## src/rtl/db4_interp.sv

```systemverilog
// db4_interp: polyphase 2x interpolator with the db4 synthesis low-pass.
//
// Accepts one signed 9-bit half-rate sample every two clocks and emits one
// filtered full-rate sample per clock, alternating even and odd phase.
// Synthesis taps (x256): g = [-33, 57, 214, 124]
//   even phase: -33*u0 + 214*u1
//   odd  phase:  57*u0 + 124*u1
// The 18-bit accumulator is shifted right by 7 (arithmetic, floor).
//
// Build option:
//   DB4_INTERP_SAT_EN defined     -> clamp the shifted result to [-256, 255]
//   DB4_INTERP_SAT_EN not defined -> keep the low 9 bits (two's-complement wrap)
module db4_interp (
    input  logic              clk,
    input  logic              reset,
    input  logic signed [8:0] x_in,
    input  logic              in_valid,
    output logic              in_ready,
    output logic signed [8:0] y_out,
    output logic              y_valid,
    output logic              y_phase,
    output logic              underrun
);

    // IDLE: waiting for a sample; PH0: even output next; PH1: odd output next.
    typedef enum logic [1:0] {
        IDLE = 2'd0,
        PH0  = 2'd1,
        PH1  = 2'd2
    } state_t;

    // Synthesis coefficients, already scaled by 256.
    localparam logic signed [17:0] C_EVEN_U0 = -18'sd33;
    localparam logic signed [17:0] C_EVEN_U1 =  18'sd214;
    localparam logic signed [17:0] C_ODD_U0  =  18'sd57;
    localparam logic signed [17:0] C_ODD_U1  =  18'sd124;

    state_t            state;
    state_t            state_nxt;
    logic              accept;     // capture x_in into the delay line this edge
    logic              emit;       // register a new output sample this edge
    logic              stall;      // PH1 edge without a follow-on sample

    logic signed [8:0]  u0;        // newest accepted sample
    logic signed [8:0]  u1;        // previous accepted sample
    logic signed [17:0] acc_even;
    logic signed [17:0] acc_odd;
    logic signed [17:0] acc_sel;
    logic signed [17:0] acc_shr;
    logic signed [8:0]  y_nxt;

    // Ready whenever the next edge is not the even-output edge.
    assign in_ready = (state != PH0);

    // Track the output phase; advance on every PH edge, restart on accept.
    always_ff @(posedge clk or posedge reset) begin
        if (reset) begin
            state <= IDLE;
        end else begin
            // NOTE: sequential state uses non-blocking (<=) so every register
            // samples pre-edge values, independent of statement order.
            state <= state_nxt;
        end
    end

    // Next-state and per-edge control strobes derived from state and in_valid.
    always_comb begin
        // NOTE: every output of this block gets a default first; a path that
        // left one unassigned would infer a latch.
        state_nxt = state;
        accept    = 1'b0;
        emit      = 1'b0;
        stall     = 1'b0;
        case (state)
            IDLE: begin
                if (in_valid) begin
                    accept    = 1'b1;
                    state_nxt = PH0;
                end
            end
            PH0: begin
                // in_valid is ignored here; upstream holds its sample.
                emit      = 1'b1;
                state_nxt = PH1;
            end
            PH1: begin
                emit = 1'b1;
                if (in_valid) begin
                    accept    = 1'b1;
                    state_nxt = PH0;
                end else begin
                    stall     = 1'b1;
                    state_nxt = IDLE;
                end
            end
            default: begin
                state_nxt = IDLE;
            end
        endcase
    end

    // Full-precision products; worst case |acc| < 2^16, so 18 bits never overflow.
    assign acc_even = C_EVEN_U0 * u0 + C_EVEN_U1 * u1;
    assign acc_odd  = C_ODD_U0  * u0 + C_ODD_U1  * u1;

    // Select the active phase's accumulator and reduce it to the 9-bit output.
    always_comb begin
        acc_sel = (state == PH1) ? acc_odd : acc_even;
        acc_shr = acc_sel >>> 7;
`ifdef DB4_INTERP_SAT_EN
        if (acc_shr > 18'sd255) begin
            y_nxt = 9'sd255;
        end else if (acc_shr < -18'sd256) begin
            y_nxt = 9'sh100;                 // -256
        end else begin
            y_nxt = 9'(acc_shr);
        end
`else
        y_nxt = 9'(acc_shr);
`endif
    end

    // Delay line and output register; the delay line survives IDLE.
    always_ff @(posedge clk or posedge reset) begin
        if (reset) begin
            // NOTE: the delay line is cleared by reset because the first
            // post-reset output must see u1 = 0, not a stale sample.
            u0       <= '0;
            u1       <= '0;
            y_out    <= '0;
            y_valid  <= 1'b0;
            y_phase  <= 1'b0;
            underrun <= 1'b0;
        end else begin
            if (accept) begin
                u1 <= u0;
                u0 <= x_in;
            end
            y_valid  <= emit;
            underrun <= stall;
            if (emit) begin
                y_out   <= y_nxt;
                y_phase <= (state == PH1);
            end
        end
    end

endmodule

```

## config.mk

```make
export PLATFORM = sky130hd
export DESIGN_NAME = db4_interp
export DESIGN_NICKNAME = d
export VERILOG_FILES = /design/src/rtl/db4_interp.sv
export SDC_FILE = /design/constraint.sdc
export NUM_CORES = 1
export LEC_CHECK = 0
export CORE_ASPECT_RATIO = 0.8
export CORE_MARGIN = 4
export CORE_UTILIZATION = 45
export DETAILED_ROUTE_END_ITERATION = 10
export GPL_ROUTABILITY_DRIVEN = 0
export MAX_ROUTING_LAYER = met4
export PLACE_DENSITY = 0.74
export SKIP_CTS_REPAIR_TIMING = 1
export SLEW_MARGIN = 5
export SYNTH_ARGS = -nofsm -noshare
export SYNTH_HDL_FRONTEND = slang
export SYNTH_SLANG_ARGS = --single-unit
```

## constraint.sdc

```tcl
create_clock -name clk -period 6.99 [get_ports clk]
set_input_delay 1.398 -clock clk [delete_from_list [all_inputs] [get_ports clk]]
set_output_delay 1.398 -clock clk [all_outputs]
set_load 0.005 [all_outputs]
```

==> metrics.cfg, run 1 <==
[worst_setup_path]
path_max_fanout = 5
worst_ep_required_time_ns = 7.19
crit_path_end_kind = register
start_kind = register
critPathBufInv = 3
max_stage_delay_ns = 0.56
worstPathCellList = ha_4, fa_1, inv_1, fa_1, fa_1, inv_1, ha_4, nand3_1, o211ai_1, or4_4, a31o_2, a21oi_2, xnor2_1, ha_1, xnor2_2, xnor2_2, fa_1, fa_2, inv_1, ha_4, and4_4, a2111oi_4, xnor3_1, o221ai_2
rr_worst_depth = 24
slowest_stage = or4_4
cp_num_cells = 24
critPathKind = reg -> reg
cp_common_cell = fa_1
critPathArrivalTime_ns = 6.97
critical-path-top-delay-family = adder cells

[min_path]
hold_depth = 2
hp-class = reg -> reg

[run_status]
status = finished, final reports clean

[yosys]
async_flop_share = 1.000
yosysUniqueCellTypes = 43
synth_ff_type = dfrtp_1
syn_inst = 720
synth-warning-count = 0
ys_top_cells_by_area = fa_1 31%, ha_1 23%, dfrtp_1 12%, inv_1 10%, xnor2_1 6.1%
syn_avg_cell_area_sq_um = 9.626
synth_nets = 968
synth_top_cells_by_count = 187 x inv_1, 129 x ha_1, 107 x fa_1
yosysTopAreaCell = fa_1
synth_edf_count = 0
synth_area_sq_um = 6930
yosysMostFrequentCell = inv_1
yosysSeqAreaShare = 0.1155
yosys_register_bits = 32
synth.top_cell.area_share = 0.3091

[sta]
fmax_mhz = 147.6
finalClockSkew_ns = 0.008804
min_period_ns = 6.774
slew_headroom = 0.5810
setup_viol = 0
worst_pin_slew_ns = 0.6285
period_share = 0.9691
hold_violations = 0
drv_slew = 0
worst_hold_slack_ns = 0.4995
fin_tns_setup_ns = 0

[cells_and_area]
final_cells = 986
n_antenna_cell = 0
drive_above_1_share = 0.1121
syn_to_final_growth_pct = 16.32
layout.nets = 1024

[clock_network]
cts_tree = built
cts_root_buffer = clkbuf_16
cts_made_buffers = 5
htree_levels = 2
cts_sinks = 32
clk_latency_ns = 0.29
cts.clk_slew.worst_paths_ns = 0.05
clock_path_buffers = 2

[placement]
placed_cells = 977
port_buffers = 24
post-dp-hpwl_um = 12070

[detailed_routing]
via_per_inst = 4.894
ant_nets = 0
dr.first_iter.drc_count = 167
routed_wl_um = 14450
dr.pass1.iters = 4
wl_per_cell_um = 14.65
via_count = 4825
drc = 0

[floorplan]
design.core.area_sq_um = 15060
die_area_sq_um = 17460
start_util = 0.4600
die_y_um = 119
pin_count = 25
dieWidth_um = 146.8
rows = 40

[global_routing]
grt_pass1_wl_um = 24300
grt_pass1_vias = 4871
grt_max_degree = 36
grt_use_total = 0.1775
antenna_found_initial = 0
grt-ovfl-total = 0

[run]
maxCapViolCount = 0

## per-layer routing
| layer | vias to the layer above | global-route usage | wire length [um] |
|---|---|---|---|
| met5 | - | - | 0 |
| met4 | 0 | 0.04935 | 336 |
| met3 | 20 | 0.01788 | 401 |
| met2 | 65 | 0.2780 | 6771 |
| met1 | 2382 | 0.2480 | 6939 |
| li1 | 2358 | - | - |
## worst min-delay path: stages, from the launching register on
cell and delay (ns):
dfrtp_1 0.34, nand2b_1 0.06, o221ai_1 0.07
## cell families (layout without fill, tap and decap cells)
| group | Yosys count | after routing | synth area share |
|---|---|---|---|
| mux | 10 | 10 | 0.01480 |
| simple gates | 106 | 106 | 0.07312 |
| compound gates | 82 | 82 | 0.07312 |
| buf+inv | 196 | 252 | 0.1062 |
| xor+xnor | 58 | 58 | 0.07528 |
| fa+ha+maj | 236 | 236 | 0.5420 |
| flops | 32 | 32 | 0.1155 |
## worst paths after layout
check,slack [ns],start,to
min,0.50,y_out[7],y_out[7]
max reg2reg,0.22,u1[2],y_out[8]
max,0.22,u1[2],y_out[8]
max in group asynchronous,5.11,reset,u1[2]
min in group asynchronous,1.52,reset,u1[5]
min reg2reg,0.50,y_out[7],y_out[7]
## layout by cell type, fill, tap and decap left out, types with 4 or more instances in the layout
master	instances
a21oi_1	22
a21oi_2	4
buf_4	33
clkbuf_16	5
clkdlybuf4s50_1	24
dfrtp_1	29
fa_1	104
ha_1	119
ha_4	10
inv_1	187
mux2i_1	8
nand2_1	29
nand3_1	6
nor2_1	32
nor2b_1	7
nor3_1	8
o21ai_0	32
o21bai_1	5
or2_2	5
xnor2_1	42
xnor2_2	6
xor2_1	8
## flip-flops by register name (all words and copies together) (netlist names)
name      cells
u1            9
u0            9
y_out         9
y_phase       1
state         2
y_valid       1
underrun      1
## layout make-up
class,instances,area (sq um)
fill,1333,7003
multi-input combinational,492,5648
sequential,32,804.5
inverter,188,705.7
timing repair buffer,57,488.0
tap,210,262.8
clock buffer,7,152.6
## per-stage QoR
stage | instance area (sq um) | setup slack, ns | util
finish | 8061 | 0.2162 | 0.5351
global route | 8061 | -0.03232 | 0.5351
CTS | 7791 | -0.1157 | 0.5172
detailed placement | 7639 | -0.09274 | 0.5071
global placement | 7639 | 0.02484 | 0.5071
floorplan | 6930 | 0.07381 | -
Power of run 1 is not shown: default switching activity piles up to over one toggle a cycle in this logic, so the estimate is an artifact.
==> run 2, diff against run 1 <==
- CELL_PAD_IN_SITES_DETAIL_PLACEMENT: unset -> 1
- CELL_PAD_IN_SITES_GLOBAL_PLACEMENT: unset -> 2
- CORE_UTILIZATION: 45 -> 38
- PLACE_DENSITY: 0.74 -> 0.9
==> metrics.cfg, run 2 (same netlist as run 1, synthesis figures left out) <==
[cells_and_area]
layout.nets = 1029  ; +0.49%
syn_to_final_growth_pct = 17.87
final_cell_mix = 185 x inv_1, 115 x ha_1, 104 x fa_1
fill_cells = 1978  ; +48%
drive_above_1_share = 0.1304  ; +0.01832
layout_commonest_cell = inv_1
top_regs = u0: 9 flops, u1: 9 flops, y_out: 9 flops
n_antenna_cell = 0  ; unchanged

[worst_setup_path]
max_stage_delay_ns = 0.56  ; about the same
worstPathCellList = ha_4, ha_1, inv_1, fa_1, fa_1, inv_1, ha_4, inv_2, buf_4, o21bai_1, xor2_1, ha_1, fa_1, fa_1, fa_1, ha_4, nand3_1, nand2_1, a41o_1, o41a_1, and4_4, a2111oi_4, xnor3_1, o221ai_2
regToRegSetupSlack_ns = 0.24  ; +0.02 ns
crit_path_end_kind = register
cp_common_cell = fa_1
critPathKind = reg -> reg
slowest_stage = fa_1
worst_ep_required_time_ns = 7.20  ; about the same
critPathArrivalTime_ns = 6.96  ; about the same
critical-path-top-delay-family = adder cells
start_kind = register
critPathBufInv = 4  ; +1
path_max_fanout = 5  ; unchanged

[sta]
drv_slew = 0  ; unchanged
worst_pin_slew_ns = 0.6498  ; +0.02124 ns
min_period_ns = 6.754  ; -0.02026 ns
worst_hold_slack_ns = 0.5269  ; +0.02745 ns
slew_headroom = 0.5612  ; -0.01983
period_share = 0.9662  ; -0.002899
hold_violations = 0  ; unchanged
setup_viol = 0  ; unchanged
finalClockSkew_ns = 0.009155  ; +0.0003512 ns
fmax_mhz = 148.1  ; +0.30%

[global_routing]
grtUsageMet2 = 0.3068  ; +0.02878
grt_pass1_vias = 5554  ; +14%
grt-ovfl-total = 0  ; unchanged
antenna_found_initial = 0  ; unchanged
grt_use_total = 0.1807  ; +0.003171
use_met3 = 0.01601  ; -0.001867
grt_pass1_wl_um = 28540  ; +17%
use_met1 = 0.2431  ; -0.004934
grt_max_degree = 36  ; unchanged
top_usage_layer = met2

[detailed_routing]
ant_nets = 0  ; unchanged
via_per_inst = 4.896  ; about the same
dr.pass1.iters = 4  ; unchanged
wl_per_cell_um = 17.76  ; +21%
drc = 0  ; unchanged
dr.first_iter.drc_count = 188  ; +13%
routed_wl_um = 17880  ; +24%
via_count = 4930  ; +2.2%

[floorplan]
die_y_um = 128.8  ; +8.2%
die_area_sq_um = 20480  ; +17%
dieWidth_um = 159.0  ; +8.3%
design.core.area_sq_um = 17590  ; +17%
rows = 43  ; +7.5%
start_util = 0.3939  ; -0.06612
pin_count = 25  ; unchanged

[clock_network]
clk_latency_ns = 0.29  ; about the same
cts.clk_slew.worst_paths_ns = 0.07  ; +0.02 ns
cts_tree = built
cts_sinks = 32  ; unchanged
cts_made_buffers = 5  ; unchanged
htree_levels = 2  ; unchanged
clock_path_buffers = 2  ; unchanged
cts_root_buffer = clkbuf_16

[min_path]
hp-class = reg -> reg

[placement]
port_buffers = 24  ; unchanged
post-dp-hpwl_um = 14700  ; +22%

[run_status]
status = finished, final reports clean

[run]
maxCapViolCount = 0  ; unchanged

run 2: cell count changes in the layout (fill, tap and decap cells not counted), sizes merged:
cell	delta
clkinvlp	+2
buf	+5
clkbuf	-1
run 2: cell type report:
cell class | count | area (sq um) | share of cell area
Tap cell | 225 | 281.5 | 0.03446
Multi-Input combinational cell | 492 | 5697 | 0.6974
Timing Repair Buffer | 62 | 525.5 | 0.06433
Clock inverter | 2 | 15.01 | 0.001838
Clock buffer | 6 | 138.9 | 0.01700
Sequential cell | 32 | 805.8 | 0.09864
Inverter | 188 | 705.7 | 0.08638
run 2: worst paths after layout:
kind / startpoint / to / cells after the start
worst min-delay path: y_out[4] / y_out[4] / 2
worst max-delay path: u1[1] / y_out[8] / 24
min in group asynchronous: reset / y_out[1] / 3
worst min register to register: y_out[4] / y_out[4] / 2
worst max register to register: u1[1] / y_out[8] / 24
max in group asynchronous: reset / u1[0] / 3
run 2: metrics by stage:
stage	setup TNS, ns	std cells	util	area (sq um)	setup WS, ns
after floorplan	0	720	-	6930	0.07381
after global placement	-0.01633	995	0.4365	7680	-0.01633
after detailed placement	-0.2531	995	0.4365	7680	-0.2531
after CTS	-0.2774	1003	0.4453	7834	-0.2774
after global routing	-0.03692	1007	0.4643	8169	-0.02572
final	0	1007	0.4643	8169	0.2365
run 2: layer usage:
layer  up-vias  routed length (um)  part of all wire
met5         -                   0                 0
met4         0                 140            0.0078
met2        30                8940              0.50
met1      2524                8586              0.48
met3        13                 215             0.012
li1       2363                   -                 -
run 2: tightest hold or removal path, delay by kind of cell (launching register included):
family	cells	cell delay [ns]
AND/OR/NAND/NOR	1	0.04
AO/OA/AOI/OAI	1	0.10
flip-flops	1	0.34
Power of run 2 is left out for the same reason.
==> run 3, diff against run 2 <==
- CORE_UTILIZATION: 38 -> 42
- PLACE_DENSITY: 0.9 -> 0.94
- clock period: 6.99 -> 7.5 ns (I/O delays scaled with it)
==> metrics.cfg, run 3 (same netlist as run 1, synthesis figures left out) <==
[run_status]
status = finished, final reports clean

[sta]
setup_ws_ns = 0.3156  ; +0.07913 ns
period_share = 0.9579  ; -0.008250
setup_viol = 0  ; unchanged
finalClockSkew_ns = 0.005321  ; -0.003833 ns
drv_slew = 0  ; unchanged
hold_violations = 0  ; unchanged
worst_pin_slew_ns = 0.6714  ; +0.02159 ns
slew_headroom = 0.5524  ; -0.008727
fmax_mhz = 139.2  ; -6.0%
min_period_ns = 7.184  ; +0.4309 ns

[global_routing]
grt_use_total = 0.2097  ; +0.02898
grt_max_degree = 36  ; unchanged
grt_pass1_wl_um = 29240  ; +2.4%
grt_pass1_vias = 5710  ; +2.8%
antenna_found_initial = 0  ; unchanged
grt-ovfl-total = 0  ; unchanged

[placement]
placed_cells = 958  ; -3.7%
port_buffers = 24  ; unchanged
post-place-ws_ns = 0.08159  ; +0.3347 ns
post-dp-hpwl_um = 14680  ; about the same
placed_cell_area_sq_um = 7465  ; -2.8%

[min_path]
hp-class = reg -> reg
hold_path_end = y_out[7]
hold_depth = 2  ; unchanged
hp-start = y_out[7]

[cells_and_area]
n_antenna_cell = 0  ; unchanged
drive_above_1_share = 0.04388  ; -0.08655
final_cell_mix = 187 x inv_1, 127 x ha_1, 107 x fa_1
final_cells = 967  ; -4.0%
syn_to_final_growth_pct = 10.24
layout.nets = 999  ; -2.9%
final_area_sq_um = 7640  ; -6.5%
top_regs = u0: 9 flops, u1: 9 flops, y_out: 9 flops
layout_commonest_cell = inv_1

[clock_network]
htree_levels = 2  ; unchanged
clock_path_buffers = 2  ; unchanged
cts_root_buffer = clkbuf_16
cts_sinks = 32  ; unchanged
cts_made_buffers = 5  ; unchanged
cts_tree = built
cts.clk_slew.worst_paths_ns = 0.06  ; about the same
clk_latency_ns = 0.29  ; about the same

[floorplan]
pin_count = 25  ; unchanged
die_area_sq_um = 18630  ; -9.0%
design.core.area_sq_um = 15950  ; -9.3%
dieWidth_um = 151.6  ; -4.6%
rows = 41  ; -4.7%
die_y_um = 122.9  ; -4.6%
start_util = 0.4344  ; +0.04047

[worst_setup_path]
worst_ep_required_time_ns = 7.71  ; +0.51 ns
critPathKind = reg -> reg
critPathArrivalTime_ns = 7.40  ; +0.44 ns
rr_worst_depth = 26  ; +8.3%
crit_path_end_kind = register
regToRegSetupSlack_ns = 0.32  ; +0.08 ns
crit-reg2reg-capture = y_out[8]
path_max_fanout = 6  ; +1
critPathBufInv = 5  ; +1
slowest_stage = fa_1
critical-path-top-delay-family = adder cells
start_kind = register
r2r-start = u1[1]
crit_start = u1[1]
max_stage_delay_ns = 0.55  ; about the same

[detailed_routing]
routed_wl_um = 17270  ; -3.4%
drc = 0  ; unchanged
via_per_inst = 5.114  ; +4.5%
dr.first_iter.drc_count = 140  ; -26%
via_count = 4945  ; +0.30%
ant_nets = 0  ; unchanged
dr.pass1.iters = 4  ; unchanged
wl_per_cell_um = 17.86  ; +0.58%

[run]
maxCapViolCount = 0  ; unchanged

-- run 3: changes by cell type in the layout (fill, tap and decap cells not counted), moves of 4 or more --
| cell | delta |
|---|---|
| buf_4 | -30 |
| ha_4 | -13 |
| ha_1 | +12 |
| a21oi_1 | +7 |
| a21oi_2 | -4 |
| xnor2_1 | +4 |
| xnor2_2 | -4 |
-- run 3: per-layer routing --
layer / part of all wire / routed length, um / track usage / up-vias
li1: - / - / - / 2315
met2: 0.51 / 8839 / 0.3608 / 66
met1: 0.44 / 7654 / 0.2680 / 2538
met5: 0 / 0 / - / -
met3: 0.027 / 460 / 0.02162 / 26
met4: 0.018 / 318 / 0.05275 / 0
-- run 3: through the flow --
stage / util / hold WS (ns) / setup TNS (ns)
floorplan: - / 0.4863 / 0
global placement: 0.4679 / 0.4880 / 0
detailed placement: 0.4679 / 0.4989 / 0
CTS: 0.4771 / 0.5150 / 0
global route: 0.4789 / 0.5426 / -0.01124
finish: 0.4789 / 0.5093 / 0
-- run 3: final cells by class --
| class | count | area [sq um] |
|---|---|---|
| clock buffer | 8 | 146.4 |
| fill | 1843 | 8314 |
| inverter | 188 | 705.7 |
| multi-input combinational | 492 | 5416 |
| sequential | 32 | 802.0 |
| tap | 215 | 269.0 |
| timing repair buffer | 32 | 300.3 |
-- run 3: worst max-delay path by stage --
stage	end	slack (ns)	cells after the start
4_1_cts	y_out[8]	0.04	24
6_report	y_out[8]	0.32	26
2_1_floorplan	y_out[8]	0.58	26
3_5_place_dp	y_out[8]	0.08	24
5_1_grt	y_out[8]	-0.01	24
3_3_place_gp	y_out[8]	0.31	24
-- run 3: worst reg2reg max path: stages (launching register included) --
cell and delay [ns]:
dfrtp_1 0.49, ha_2 0.38, ha_1 0.29, inv_1 0.05
fa_1 0.50, fa_1 0.51, inv_1 0.04, ha_1 0.33
inv_1 0.12, o21bai_1 0.09, a21oi_1 0.19, xnor2_1 0.15
ha_1 0.27, fa_1 0.52, inv_1 0.06, fa_1 0.47
fa_1 0.55, inv_1 0.04, ha_1 0.33, nand3_1 0.10
nand2_1 0.05, a41o_1 0.23, o41a_1 0.39, and4_4 0.23
a2111oi_4 0.32, xnor3_1 0.27, o221ai_2 0.12
Power of run 3 is left out for the same reason.
